--- config.mk ---
export PLATFORM = sky130hd
export DESIGN_NAME = eth_rx_stats
export DESIGN_NICKNAME = d
export VERILOG_FILES = /design/src/rtl/eth_rx_stats.sv
export SDC_FILE = /design/constraint.sdc
export NUM_CORES = 1
export LEC_CHECK = 0
export ABC_AREA = 1
export CAP_MARGIN = 20
export CORE_ASPECT_RATIO = 0.8
export CORE_MARGIN = 2
export CORE_UTILIZATION = 36
export DETAILED_ROUTE_END_ITERATION = 10
export PLACE_DENSITY = 0.64
export SLEW_MARGIN = 0
export SYNTH_ARGS = -nofsm -noshare
export SYNTH_HDL_FRONTEND = slang
export SYNTH_SLANG_ARGS = --single-unit
export TNS_END_PERCENT = 1
--- constraint.sdc ---
create_clock -name gmii_rx_clk -period 3.9 [get_ports gmii_rx_clk]
set_input_delay 1.17 -clock gmii_rx_clk [delete_from_list [all_inputs] [get_ports gmii_rx_clk]]
set_output_delay 1.17 -clock gmii_rx_clk [all_outputs]
set_load 0.01 [all_outputs]
--- src/rtl/eth_rx_stats.sv ---
// rtl/eth_rx_stats.sv - RX frame classifier, statistics counters, snapshot and LED stretcher
module eth_rx_stats #(
  parameter int CNT_W          = 32,
  parameter int LEN_W          = 16,
  parameter int MIN_LEN        = 64,
  parameter int MAX_LEN        = 1518,
  parameter int SATURATE       = 1,
  parameter int CLEAR_ON_SNAP  = 1,
  parameter int STRETCH_W      = 24,
  parameter int STRETCH_CYCLES = 12500000,
  parameter int LED_ACTIVE_LOW = 1
) (
  input  logic             gmii_rx_clk,
  input  logic             btn_rst_n,
  input  logic [7:0]       s_axis_tdata,
  input  logic             s_axis_tvalid,
  input  logic             s_axis_tlast,
  input  logic             s_axis_tuser,
  input  logic             snap_req,
  output logic             snap_valid,
  output logic [CNT_W-1:0] snap_frames,
  output logic [CNT_W-1:0] snap_good,
  output logic [CNT_W-1:0] snap_errs,
  output logic [CNT_W-1:0] snap_runts,
  output logic [CNT_W-1:0] snap_giants,
  output logic [CNT_W-1:0] snap_bytes,
  output logic             led_act,
  output logic             led_err
);

  // Counter slots: frames, good, errs, runts, giants, good bytes
  localparam int NCNT     = 6;
  localparam int C_FRAMES = 0;
  localparam int C_GOOD   = 1;
  localparam int C_ERRS   = 2;
  localparam int C_RUNTS  = 3;
  localparam int C_GIANTS = 4;
  localparam int C_BYTES  = 5;

  // Sum width wide enough that counter + frame length never overflows before the clamp test
  localparam int                 SUM_W      = ((CNT_W > LEN_W) ? CNT_W : LEN_W) + 1;
  localparam logic [CNT_W-1:0]   CNT_MAX    = {CNT_W{1'b1}};
  localparam logic [LEN_W-1:0]   LEN_MAX    = {LEN_W{1'b1}};
  localparam logic [LEN_W-1:0]   MIN_L      = LEN_W'(MIN_LEN);
  localparam logic [LEN_W-1:0]   MAX_L      = LEN_W'(MAX_LEN);
  localparam logic [STRETCH_W-1:0] STRETCH_LD = STRETCH_W'(STRETCH_CYCLES);
  localparam logic               LED_OFF    = (LED_ACTIVE_LOW != 0);

  logic [LEN_W-1:0]     len_q, len_d, frame_len;
  logic                 is_last, is_runt, is_giant;
  logic                 inc_err, inc_runt, inc_giant, inc_good;
  logic                 clr_live;
  logic [CNT_W-1:0]     cnt_q  [NCNT];
  logic [CNT_W-1:0]     cnt_d  [NCNT];
  logic [CNT_W-1:0]     snap_q [NCNT];
  logic [SUM_W-1:0]     amt    [NCNT];
  logic                 snap_valid_q;
  logic [STRETCH_W-1:0] act_q, act_d, err_q, err_d;
  logic                 led_act_q, led_err_q;

  // Frame bytes are never inspected; only the beat count matters
  logic unused_tdata;
  assign unused_tdata = ^s_axis_tdata;

  // Add to a counter, either sticking at all-ones or wrapping
  function automatic logic [CNT_W-1:0] add_cnt(input logic [CNT_W-1:0] a,
                                               input logic [SUM_W-1:0] b);
    logic [SUM_W-1:0] s;
    s = SUM_W'(a) + b;
    if (SATURATE != 0 && s > SUM_W'(CNT_MAX)) return CNT_MAX;
    return s[CNT_W-1:0];
  endfunction

  // Length tracking and classification of the frame ending on this beat
  always_comb begin
    is_last   = s_axis_tvalid & s_axis_tlast;
    frame_len = (len_q == LEN_MAX) ? LEN_MAX : len_q + LEN_W'(1);
    len_d     = len_q;
    if (s_axis_tvalid) len_d = s_axis_tlast ? '0 : frame_len;
    is_runt   = (frame_len < MIN_L);
    is_giant  = (frame_len > MAX_L);
    inc_err   = is_last & s_axis_tuser;
    inc_runt  = is_last & ~s_axis_tuser & is_runt;
    inc_giant = is_last & ~s_axis_tuser & ~is_runt & is_giant;
    inc_good  = is_last & ~s_axis_tuser & ~is_runt & ~is_giant;
  end

  // Live counter next state; a snapshot clear happens first so a coincident frame is kept
  always_comb begin
    clr_live         = snap_req & (CLEAR_ON_SNAP != 0);
    amt[C_FRAMES]    = SUM_W'(is_last);
    amt[C_GOOD]      = SUM_W'(inc_good);
    amt[C_ERRS]      = SUM_W'(inc_err);
    amt[C_RUNTS]     = SUM_W'(inc_runt);
    amt[C_GIANTS]    = SUM_W'(inc_giant);
    amt[C_BYTES]     = inc_good ? SUM_W'(frame_len) : '0;
    for (int i = 0; i < NCNT; i++) begin
      cnt_d[i] = add_cnt(clr_live ? '0 : cnt_q[i], amt[i]);
    end
  end

  // LED stretch counters: reload on trigger, otherwise count down to zero
  always_comb begin
    act_d = (act_q != '0) ? act_q - STRETCH_W'(1) : '0;
    err_d = (err_q != '0) ? err_q - STRETCH_W'(1) : '0;
    if (is_last) act_d = STRETCH_LD;
    if (inc_err | inc_runt | inc_giant) err_d = STRETCH_LD;
  end

  // Register length, live counters, snapshot copy, stretch counters and LED levels
  always_ff @(posedge gmii_rx_clk or negedge btn_rst_n) begin
    if (!btn_rst_n) begin
      len_q        <= '0;
      snap_valid_q <= 1'b0;
      act_q        <= '0;
      err_q        <= '0;
      led_act_q    <= LED_OFF;
      led_err_q    <= LED_OFF;
      for (int i = 0; i < NCNT; i++) begin
        cnt_q[i]  <= '0;
        snap_q[i] <= '0;
      end
    end else begin
      len_q        <= len_d;
      snap_valid_q <= snap_req;
      act_q        <= act_d;
      err_q        <= err_d;
      led_act_q    <= (act_d != '0) ^ LED_OFF;
      led_err_q    <= (err_d != '0) ^ LED_OFF;
      for (int i = 0; i < NCNT; i++) begin
        cnt_q[i] <= cnt_d[i];
        if (snap_req) snap_q[i] <= cnt_q[i];
      end
    end
  end

  assign snap_valid  = snap_valid_q;
  assign snap_frames = snap_q[C_FRAMES];
  assign snap_good   = snap_q[C_GOOD];
  assign snap_errs   = snap_q[C_ERRS];
  assign snap_runts  = snap_q[C_RUNTS];
  assign snap_giants = snap_q[C_GIANTS];
  assign snap_bytes  = snap_q[C_BYTES];
  assign led_act     = led_act_q;
  assign led_err     = led_err_q;

endmodule

==> impl_results.md <==
* Worst setup SP type: flop
* CTS root buf: clkbuf_16
* Synthesized area at approximately 23,000 um2
* Post-Synthesis Cells at 2,898
* Pwr dens at about 370 nW/um2
* Sinks on the clock net at 451
* Main flop type after synthesis: dfrtp_1
* Crit-path max FO at 6
* Leak Pwr at 14.4 nW
* Clock-pin slew on the worst setup and hold paths at 60 ps
* DR top layer: met4
* Post-Layout Cell Count at between 4k and 5k
* Most common cell after layout, fill and taps aside: nand2_1
* RSZ-0062 raised after global routing: true
* DP HPWL at 41.9 mm
* DRC errors left at 0
* Fin util at 0.473
* EDFF count, synth at 0
* CP most frequent cell: nand2_1
* Maximum vdd drop at approximately 280 uV
* Core box area at 62,600 um2
* Slew Viols, Final at 0
* Post-route design area at between 20,000 and 30,000 um2
* Wl on met1 at 30.2 mm
* Rows at 82
* H-tree depth at 2
* Worst Skew at 21.5 ps
* Die area at 65,400 um2
* Synth cell types at 47
* I/O pins at ~210
* Synthesis-stage register bit count at 451
* Wire per inst at around 14 um
* Critical path class: flop to flop
* Largest net degree at the start of global routing at 93
* Avg Vias per Cell at 4.64
* Clock latency on the worst-skew pair at 590 ps
* Die Wd at between 200 and 300 um
* Fmax at 0.252 GHz
* Register area share after synthesis at 0.495
* Final WS setup at -76.1 ps
* Final setup fails at 32
* Via count at 19.4k
* Most frequent cells in the layout: nand2_1, dfrtp_1, inv_1
* GP Congestion at 0.885
* Num CTS Buffers at 50
* Fin crit period at 3980 ps
* Antenna Nets Post-Route at 0
* Final Hold Vio Count at 0
* Hold buffers post-CTS at 0
* DP Area at ~27,000 um2
* Die Y-Extent at around 230 um
* Setup TNS at -1080 ps
* Max clock buf depth at 3
* Initial Util at 0.364
* First-pass GRT wire length at 97.7 mm
* Layout cell share with drive strength beyond 1 at 0.134
* Critical path's slowest cell: dfrtp_1
* I/O Buffers at 200
* Synth warnings at 0
* Worst EP required at 4370 ps
* Worst hold slack at 423 ps
* Total track usage at 0.181
* Worst slack, placed at -543 ps
* GRT overflow at 0
* Fin crit share at 1.02
* Async SR Flop Fraction at 1.00
* Max-slew headroom at 0.503
* CP max stage delay at 350 ps
* Initial antenna violation count at 0
* Layout area overhead at 29.9%
* Outcome: finished, violations left
* Worst Tran Pin Value at 738 ps
* Worst setup EP type: flop
* Total power at about 11 mW
* Placed cells at 4,072
* Final wirelength at between 50 and 60 mm
* Worst min path class: flop to flop
* Ant diodes at 0
* Vias in the first global route at 18.8k
* First drt pass iteration count at 7
* Nets at around 3.3k
* Register-to-register setup slack at -80 ps
* TritonCTS clock tree: built
* Met3 wire length at 2.42 mm
* Worst Path Arrival at 4450 ps
* Routed length on met2 at 25.2 mm
* DRT iter0 DRCs at 1,351
* Failing checks: setup timing
* Mapped Avg Cell Area at a little under 8 um2
* Total of max-cap violations at 0
-- routing by layer --
| metal | GRT usage | vias to the layer above |
|---|---|---|
| met5 | 0 | - |
| met3 | 0.0264 | 81 |
| li1 | - | 9841 |
| met4 | 0.0524 | 0 |
| met2 | 0.271 | 356 |
| met1 | 0.271 | 9127 |
-- final cells by class --
type / count / area (um2)
Clock buffer: 65 / 1360
Clock inverter: 28 / 384
Inverter: 384 / 1460
Timing Repair Buffer: 434 / 3990
Multi-Input combinational cell: 1980 / 10100
Tap cell: 840 / 1050
Sequential cell: 451 / 11300
Fill cell: 6197 / 33000
-- worst max-delay path, delay by kind of cell, from the launching register on --
family          cells  cell delay, ps
buf+inv             8             930
simple gates       18            1660
fa+ha+maj           2             470
xor+xnor            1             120
compound gates      2             350
flops               1             350
-- cells by family (layout without fill, tap and decap cells) --
group                      count (synthesis)  in the layout  synth area share
DFF                                      451            451             0.495
xor gates and xnor gates                 177            177            0.0680
adders and majority gates                 32             32            0.0179
buffers and inverters                    471            911            0.0804
AOI/OAI and AO/OA                        235            235            0.0546
and+or+nand+nor                         1531           1531             0.284
other                                      1              5          0.000165
-- registers in the layout, indices dropped and copies added (netlist names) --
register	cells
snap_frames	32
cnt_q	192
led_err	1
snap_runts	32
act_q	24
snap_errs	32
led_act	1
snap_good	32
snap_bytes	32
snap_giants	32
len_q	16
snap_valid	1
err_q	24
-- where the power goes --
group	internal [mW]	switching, mW
clock network	3.00	2.02
registers	4.83	0.109
logic	0.385	0.665
total	8.22	2.80
-- cell usage after synthesis (5+ instances only) --
library cell | number | area share
nand2_1 | 819 | 0.13
buf_1 | 10 | 0.0016
or2_2 | 8 | 0.0022
nor2_2 | 9 | 0.0025
nand4_1 | 55 | 0.015
o21ai_0 | 178 | 0.039
nor2_4 | 5 | 0.0025
xnor2_1 | 54 | 0.021
nand4_2 | 5 | 0.0027
xor2_1 | 123 | 0.047
ha_1 | 31 | 0.017
inv_2 | 7 | 0.0012
clkbuf_1 | 45 | 0.0074
buf_2 | 27 | 0.0059
nand3b_1 | 8 | 0.0026
nor3_2 | 9 | 0.0040
dfrtp_1 | 449 | 0.49
a21o_1 | 6 | 0.0020
inv_1 | 377 | 0.062
nor2_1 | 391 | 0.064
a21oi_1 | 26 | 0.0057
nor3_1 | 62 | 0.014
nor4_1 | 17 | 0.0047
nand3_1 | 128 | 0.028
o22ai_1 | 12 | 0.0033
-- repair_timing --
action                     4_1_cts  5_1_grt
gates cloned                     1        1
buffers inserted                 8        7
gates resized for setup         40       59
setup endpoints to repair       67      145
pin swaps                       18       32
-- path summary, 6_finish.rpt --
path,start,to,cells after the start
min,err_q[0]$_DFF_PN0_,err_q[0]$_DFF_PN0_,1
max reg2reg,len_q[0]$_DFFE_PN0P_,cnt_q[26]$_DFF_PN0_,31
min reg2reg,err_q[0]$_DFF_PN0_,err_q[0]$_DFF_PN0_,1
max,len_q[0]$_DFFE_PN0P_,cnt_q[26]$_DFF_PN0_,31
min in group asynchronous,btn_rst_n,cnt_q[0]$_DFF_PN0_,1
max in group asynchronous,btn_rst_n,snap_errs[0]$_DFFE_PN0P_,2
Note: power is estimated with default switching activity, not from simulation.
